--- src/rtl/mc_controller.sv ---
// rtl/mc_controller.sv - multicycle MIPS control unit: sequencing FSM plus ALU decode
module mc_controller #(
    parameter bit MEM_HANDSHAKE = 1'b1,
    parameter bit EN_BNE        = 1'b1,
    parameter bit EN_IMM_LOGIC  = 1'b1,
    parameter bit EN_JUMP       = 1'b1
) (
    input  logic       clk,
    input  logic       reset,
    input  logic [5:0] op,
    input  logic [5:0] funct,
    input  logic       zero,
    input  logic       mem_ready,
    output logic       memtoreg,
    output logic       memwrite,
    output logic       pcen,
    output logic [1:0] pcsrc,
    output logic       alusrca,
    output logic [1:0] alusrcb,
    output logic       regdst,
    output logic       regwrite,
    output logic [2:0] alucontrol,
    output logic       irwrite,
    output logic       iord,
    output logic       zext,
    output logic       illegal,
    output logic [3:0] state
);

    typedef enum logic [3:0] {
        S_FETCH   = 4'd0,
        S_DECODE  = 4'd1,
        S_MEMADR  = 4'd2,
        S_MEMRD   = 4'd3,
        S_MEMWB   = 4'd4,
        S_MEMWR   = 4'd5,
        S_RTYPEEX = 4'd6,
        S_RTYPEWB = 4'd7,
        S_BREX    = 4'd8,
        S_ADDIEX  = 4'd9,
        S_IMMWB   = 4'd10,
        S_JEX     = 4'd11,
        S_LOGIEX  = 4'd12
    } state_t;

    localparam logic [5:0] OP_RTYPE = 6'b000000;
    localparam logic [5:0] OP_LW    = 6'b100011;
    localparam logic [5:0] OP_SW    = 6'b101011;
    localparam logic [5:0] OP_BEQ   = 6'b000100;
    localparam logic [5:0] OP_BNE   = 6'b000101;
    localparam logic [5:0] OP_ADDI  = 6'b001000;
    localparam logic [5:0] OP_ANDI  = 6'b001100;
    localparam logic [5:0] OP_ORI   = 6'b001101;
    localparam logic [5:0] OP_J     = 6'b000010;

    state_t     r_state;
    state_t     w_next;
    logic       w_ready;
    logic       w_pcwrite;
    logic       w_branch;
    logic       w_memwrite;
    logic       w_regwrite;
    logic       w_irwrite;
    logic       w_illegal;

    assign w_ready = MEM_HANDSHAKE ? mem_ready : 1'b1;

    always_ff @(posedge clk) begin
        if (reset) begin
            r_state <= S_FETCH;
        end else begin
            r_state <= w_next;
        end
    end

    always_comb begin
        w_next     = S_FETCH;
        w_pcwrite  = 1'b0;
        w_branch   = 1'b0;
        w_memwrite = 1'b0;
        w_regwrite = 1'b0;
        w_irwrite  = 1'b0;
        w_illegal  = 1'b0;
        memtoreg   = 1'b0;
        pcsrc      = 2'b00;
        alusrca    = 1'b0;
        alusrcb    = 2'b00;
        regdst     = 1'b0;
        alucontrol = 3'b010;
        iord       = 1'b0;
        zext       = 1'b0;
        case (r_state)
            S_FETCH: begin
                alusrcb   = 2'b01;
                w_irwrite = w_ready;
                w_pcwrite = w_ready;
                w_next    = w_ready ? S_DECODE : S_FETCH;
            end
            S_DECODE: begin
                alusrcb = 2'b11;
                if (op == OP_LW || op == OP_SW)                         w_next = S_MEMADR;
                else if (op == OP_RTYPE)                                w_next = S_RTYPEEX;
                else if (op == OP_BEQ || (EN_BNE && op == OP_BNE))      w_next = S_BREX;
                else if (op == OP_ADDI)                                 w_next = S_ADDIEX;
                else if (EN_IMM_LOGIC && (op == OP_ANDI || op == OP_ORI)) w_next = S_LOGIEX;
                else if (EN_JUMP && op == OP_J)                         w_next = S_JEX;
                else begin
                    w_next    = S_FETCH;
                    w_illegal = 1'b1;
                end
            end
            S_MEMADR: begin
                alusrca = 1'b1;
                alusrcb = 2'b10;
                w_next  = (op == OP_LW) ? S_MEMRD : S_MEMWR;
            end
            S_MEMRD: begin
                iord   = 1'b1;
                w_next = w_ready ? S_MEMWB : S_MEMRD;
            end
            S_MEMWB: begin
                memtoreg   = 1'b1;
                w_regwrite = 1'b1;
            end
            S_MEMWR: begin
                iord       = 1'b1;
                w_memwrite = 1'b1;
                w_next     = w_ready ? S_FETCH : S_MEMWR;
            end
            S_RTYPEEX: begin
                alusrca = 1'b1;
                w_next  = S_RTYPEWB;
                case (funct)
                    6'b100000: alucontrol = 3'b010;
                    6'b100010: alucontrol = 3'b110;
                    6'b100100: alucontrol = 3'b000;
                    6'b100101: alucontrol = 3'b001;
                    6'b101010: alucontrol = 3'b111;
                    default:   w_illegal  = 1'b1;
                endcase
            end
            S_RTYPEWB: begin
                regdst     = 1'b1;
                w_regwrite = 1'b1;
            end
            S_BREX: begin
                alusrca    = 1'b1;
                alucontrol = 3'b110;
                pcsrc      = 2'b01;
                w_branch   = (op == OP_BEQ && zero) || (EN_BNE && op == OP_BNE && !zero);
            end
            S_ADDIEX: begin
                alusrca = 1'b1;
                alusrcb = 2'b10;
                w_next  = S_IMMWB;
            end
            S_IMMWB: begin
                w_regwrite = 1'b1;
            end
            S_JEX: begin
                pcsrc     = 2'b10;
                w_pcwrite = 1'b1;
            end
            S_LOGIEX: begin
                alusrca    = 1'b1;
                alusrcb    = 2'b10;
                zext       = 1'b1;
                alucontrol = (op == OP_ANDI) ? 3'b000 : 3'b001;
                w_next     = S_IMMWB;
            end
            default: w_illegal = 1'b1;
        endcase
    end

    // Write enables and the illegal pulse are held off for the whole reset window.
    assign memwrite = w_memwrite & ~reset;
    assign regwrite = w_regwrite & ~reset;
    assign irwrite  = w_irwrite & ~reset;
    assign pcen     = (w_pcwrite | w_branch) & ~reset;
    assign illegal  = w_illegal & ~reset;
    assign state    = r_state;

endmodule

--- config.mk ---
export PLATFORM = sky130hd
export DESIGN_NAME = mc_controller
export DESIGN_NICKNAME = d
export VERILOG_FILES = /design/src/rtl/mc_controller.sv
export SDC_FILE = /design/constraint.sdc
export NUM_CORES = 1
export LEC_CHECK = 0
export ABC_CLOCK_PERIOD_IN_PS = 3940
export BUFFER_PORTS_ARGS = -buffer_cell sky130_fd_sc_hd__buf_2
export CORE_MARGIN = 2
export CORE_UTILIZATION = 25
export CTS_BUF_LIST = sky130_fd_sc_hd__clkbuf_2
export DETAILED_ROUTE_END_ITERATION = 12
export MAX_ROUTING_LAYER = met4
export PLACE_DENSITY_LB_ADDON = 0.08
export REMOVE_ABC_BUFFERS = 1
export SLEW_MARGIN = 40
export SYNTH_ARGS = -nofsm -noshare
export SYNTH_HDL_FRONTEND = slang
export SYNTH_SLANG_ARGS = --single-unit
--- constraint.sdc ---
create_clock -name clk -period 3.94 [get_ports clk]
set_input_delay 0.197 -clock clk [delete_from_list [all_inputs] [get_ports clk]]
set_output_delay 0.197 -clock clk [all_outputs]
set_load 0.1 [all_outputs]
== After elaboration in Yosys (flattened, before gate mapping) ==
Index checks and enable logic that the tools add are counted.
Storage, ports and cells
  word-level logic and storage cells: 83
  register bits: 4
  bits of input ports: 16
Cells by class
  equal/unequal tests: 25
  bitwise logic cells: 7
  reduce and logical (&&, ||, !) cells: 16
  multiplexer cells: 34
Operator list (count)
  $eq A6 B6 Y1 const B: 7
  $pmux W4 S7: 1
  $mux W4: 6
  $eq A4 B4 Y1 const B: 5
  $eq A6 B4 Y1 const B: 3
  $mux W1: 18
  $eq A4 B3 Y1 const B: 4
  $eq A6 B3 Y1 const B: 2
  $pmux W3 S4: 1
  $reduce_or A11 Y1: 1
  $reduce_or A5 Y1: 2
  $mux W3: 3
  $pmux W3 S3: 1
  $eq A4 B2 Y1 const B: 2
  $eq A6 B2 Y1 const B: 1
  $logic_not A6 Y1: 1
  $pmux W2 S3: 1
  $reduce_or A3 Y1: 2
  $and A1 B1 Y1: 5
  $eq A4 B1 Y1 const B: 1
  $logic_not A4 Y1: 1
  $logic_or A1 B1 Y1: 4
  $pmux W2 S2: 1
  $reduce_or A2 Y1: 2
  other kinds (6): 7

== Longest topological paths before layout ==
  depth in word-level cells: 9
  gate-level depth with buffers: 6
  gate-level depth less buffers: 4

== Worst setup path after synthesis ==
OpenSTA, ideal clock, no wires.
  path type: register to output
  start: reg r_state[3] (netlist: state[3])
  end: out alucontrol[0]
  required time: 3.743 ns
  arrival: 4.735 ns
  path slack: -0.992 ns
  cell stages (with the launch flop): 5
  cells stage by stage: dfxtp_1 nand2_1 nor3_1 o21ai_0 o21ai_1
On the way
  cells in the longest elaborated chain, start to end: 2
RTL lines
  start: declaration: line 56  | state_t r_state;
  start signal: assignment: line 72  | r_state <= w_next;
  $eq A4 B4 Y1 or $eq A4 B3 Y1 (tied branches): line 92  | case (r_state)
  $pmux W3 S3 (*): line 92
  end: declaration: line 22  | output logic [2:0] alucontrol,
Mark *: on every way between the ends. The rest lies on a longest branch, timed or not.

== Worst setup path after layout ==
  start: reg r_state[0] (netlist: state[0])
  end: out illegal
On the way
  cells in the longest elaborated chain, start to end: 4
RTL lines
  $eq A4 B4 Y1, or another cell as far along: line 92
  $reduce_or A11 Y1 (no source line)
  $pmux W1 S3 (*): line 92
  $and A1 B1 Y1 (*): line 180  | assign illegal = w_illegal & ~reset;
  end: declaration: line 26  | output logic illegal,
Marks and branches as above.

==> flow_metrics.tcl <==
set metrics [dict create \
    numCtsBuffers 3 \
    worst_slack_ps 1280 \
    io_buffers 36 \
    synth_area_per_cell_um2 6.49 \
    drt-initial-drc-count 52 \
    die_h_um 57.5 \
    firstDrtPassIters 4 \
    cp_data_arrival_time_ps 2460 \
    grt_pass1_vias 828 \
    hold_violations 0 \
    tightest_slew_ps 636 \
    clock-skew-final_ps 7.87 \
    max_stage_delay_ps 700 \
    drc 0 \
    outcome "finished clean" \
    synthFlopType "dfxtp_1" \
    cts-htree-levels 1 \
    place_ws_ps 1530 \
    finalSetupViolCount 0 \
    fin_crit_sh_pct 67.6 \
    synth_top_family_by_area "simple AND/OR/NAND/NOR gates" \
    postCtsSetupBuffers 0 \
    routedWlPerCell_um 13.5 \
    antenna_found_initial 0 \
    cts_tree "done" \
    via_per_inst 5.38 \
    num_vias 915 \
    synth_top_area_share_pct 11.2 \
    synth-compound-area-share_pct 27.7 \
    initial_utilization_pct 26.1 \
    synth.area.mux_share_pct 1.40 \
    cellLeakagePower_nw 0.383 \
    synthXorXnorAreaFrac_pct 3.68 \
    fin_crit_ps 2660 \
    cts_resized 0 \
    synth_most_common_cell "nor2_1" \
    routabilityCongestion 0.820 \
    critPathCaptureType "primary output" \
    drtAntennaViolNets 0 \
    wirelength_um 2300 \
    rows 19 \
    synth_common_cells "11 x nor2_1, 8 x clkbuf_1, 8 x nand2_1, 8 x nand2b_1, 8 x nor3_1" \
    die_area_mm2 0.00330 \
    slowest_stage "dfxtp_1" \
    power_density_mw_per_mm2 184 \
    ios 37 \
    grt_pass1_wl_um 3850 \
    area_delta_synth_final_pct 25.9 \
    max_cap_violations 0 \
    synth_fa_ha_area_share_pct 0 \
    netlist_top_cells_area "dfxtp_1 11%, nand2b_1 7.0%, nor3b_1 6.3%" \
    fillers 306 \
    grt_overflow 0 \
    layout-drive-gt1-share_pct 30.2 \
    largest_register_ffs 4 \
    grt_util_all_layers_pct 14.8 \
    clockBufferDepth 2 \
    synthArstFlopShare_pct 0 \
    yosysTopAreaCell "dfxtp_1" \
    slew_violations 0 \
    netlist_area_um2 714 \
    ir_worst_vdd_v 0.000111 \
    cts_num_sinks 4 \
    slew_headroom_pct 56.5 \
    coreArea_mm2 0.00273 \
    hold_class "primary input to flop" \
    ys_ff_latch 4 \
    clk_latency_ps 210 \
    nets 157 \
    path_class "flop to primary output" \
    path_clk_slew_ps 50 \
    yosys.area_share.simple_pct 48.2 \
    worst-path-max-fanout 20 \
    multiInputGateArea_um2 578 \
    yosysUniqueCellTypes 41 \
    hpwl_um 1760 \
    crit_chain "or4b_4, a21oi_1, nand2_1, o31ai_1, buf_2" \
    synth-warning-count 0 \
    fmax_mhz 376 \
    ctsHoldBuffers 0 \
    antenna-diode-count 0 \
    die_w_um 57.5 \
    synth_cells 110 \
    tns_ps 0 \
    grt_start_max_net_pins 21 \
    regArea_um2 80.1 \
    required_ps 3740 \
    seq_area_frac_synth_pct 11.2 \
    root_buffer "clkbuf_2" \
    synth_edf_count 0 \
    crit_path_start_kind "flop" \
    rsz0062_at_grt "false" \
]
==> routing by layer <==
metal | wire length [um] | track usage, % | up-vias
li1 | - | - | 470
met1 | 1170 | 21.7 | 418
met2 | 997 | 21.6 | 27
met3 | 129 | 3.17 | 0
met4 | 0 | 0.997 | 0
met5 | 0 | - | -
==> final timing paths <==
check / start / end / slack, ps / cells past startpoint
hold / removal: op[4] / state[1] / 350 / 3
setup / recovery: state[0] / illegal / 1280 / 5
hold reg to reg: state[2] / state[3] / 890 / 3
setup reg to reg: state[0] / state[1] / 1950 / 3
==> critical path, delay by kind of cell (launching register included) <==
family | cells | cell delay (ps)
buffers and inverters | 1 | 470
and+or+nand+nor | 2 | 640
DFF | 1 | 700
AOI/OAI and AO/OA | 2 | 440
==> cell type report <==
cell class / instances / area share [%]
Sequential cell: 4 / 8.90
Tap cell: 31 / 4.31
Multi-Input combinational cell: 94 / 64.3
Timing Repair Buffer: 36 / 20.0
Inverter: 2 / 0.834
Clock buffer: 3 / 1.67
==> cell families (layout without fill, tap and decap cells) <==
kind of cell / count (synthesis) / after routing
XOR/XNOR: 3 / 3
AO/OA/AOI/OAI: 30 / 30
buffers and inverters: 12 / 41
flip-flops: 4 / 4
AND/OR/NAND/NOR: 60 / 60
multiplexers: 1 / 1
==> stage by stage <==
stage | hold slack, ps | instance area, um^2 | util (%) | cells | power [mW]
final | 350 | 900 | 32.9 | 170 | 0.166
after floorplan | 372 | 666 | - | 100 | 0.103
after global routing | 362 | 900 | 32.9 | 170 | 0.178
after detailed placement | 578 | 885 | 32.4 | 167 | 0.128
after CTS | 341 | 900 | 32.9 | 170 | 0.168
after global placement | 576 | 885 | 32.4 | 167 | 0.128
==> power by group <==
group / internal (mW) / switching, mW / total [mW]
Sequential: 0.0417 / 0.00513 / 0.0468
Combinational: 0.0227 / 0.0583 / 0.0810
Clock: 0.0205 / 0.0176 / 0.0381
Total: 0.0848 / 0.0811 / 0.166
==> cell usage in the layout (no fill, tap or decap), types with 2 or more instances in the layout <==
cell type / count
buf_2: 36
nor2_1: 11
nand2_1: 8
nor3_1: 8
nand2b_1: 8
a21oi_1: 7
nor3b_1: 6
o21ai_0: 4
a31oi_1: 4
dfxtp_1: 4
clkbuf_2: 3
nor2b_1: 2
and2b_1: 2
or3_1: 2
nor4_1: 2
xor2_1: 2
nand3_1: 2
o31a_1: 2
o31ai_1: 2
o22ai_1: 2
o21a_1: 2
or4_1: 2
Power figures use the tool's default switching activity.
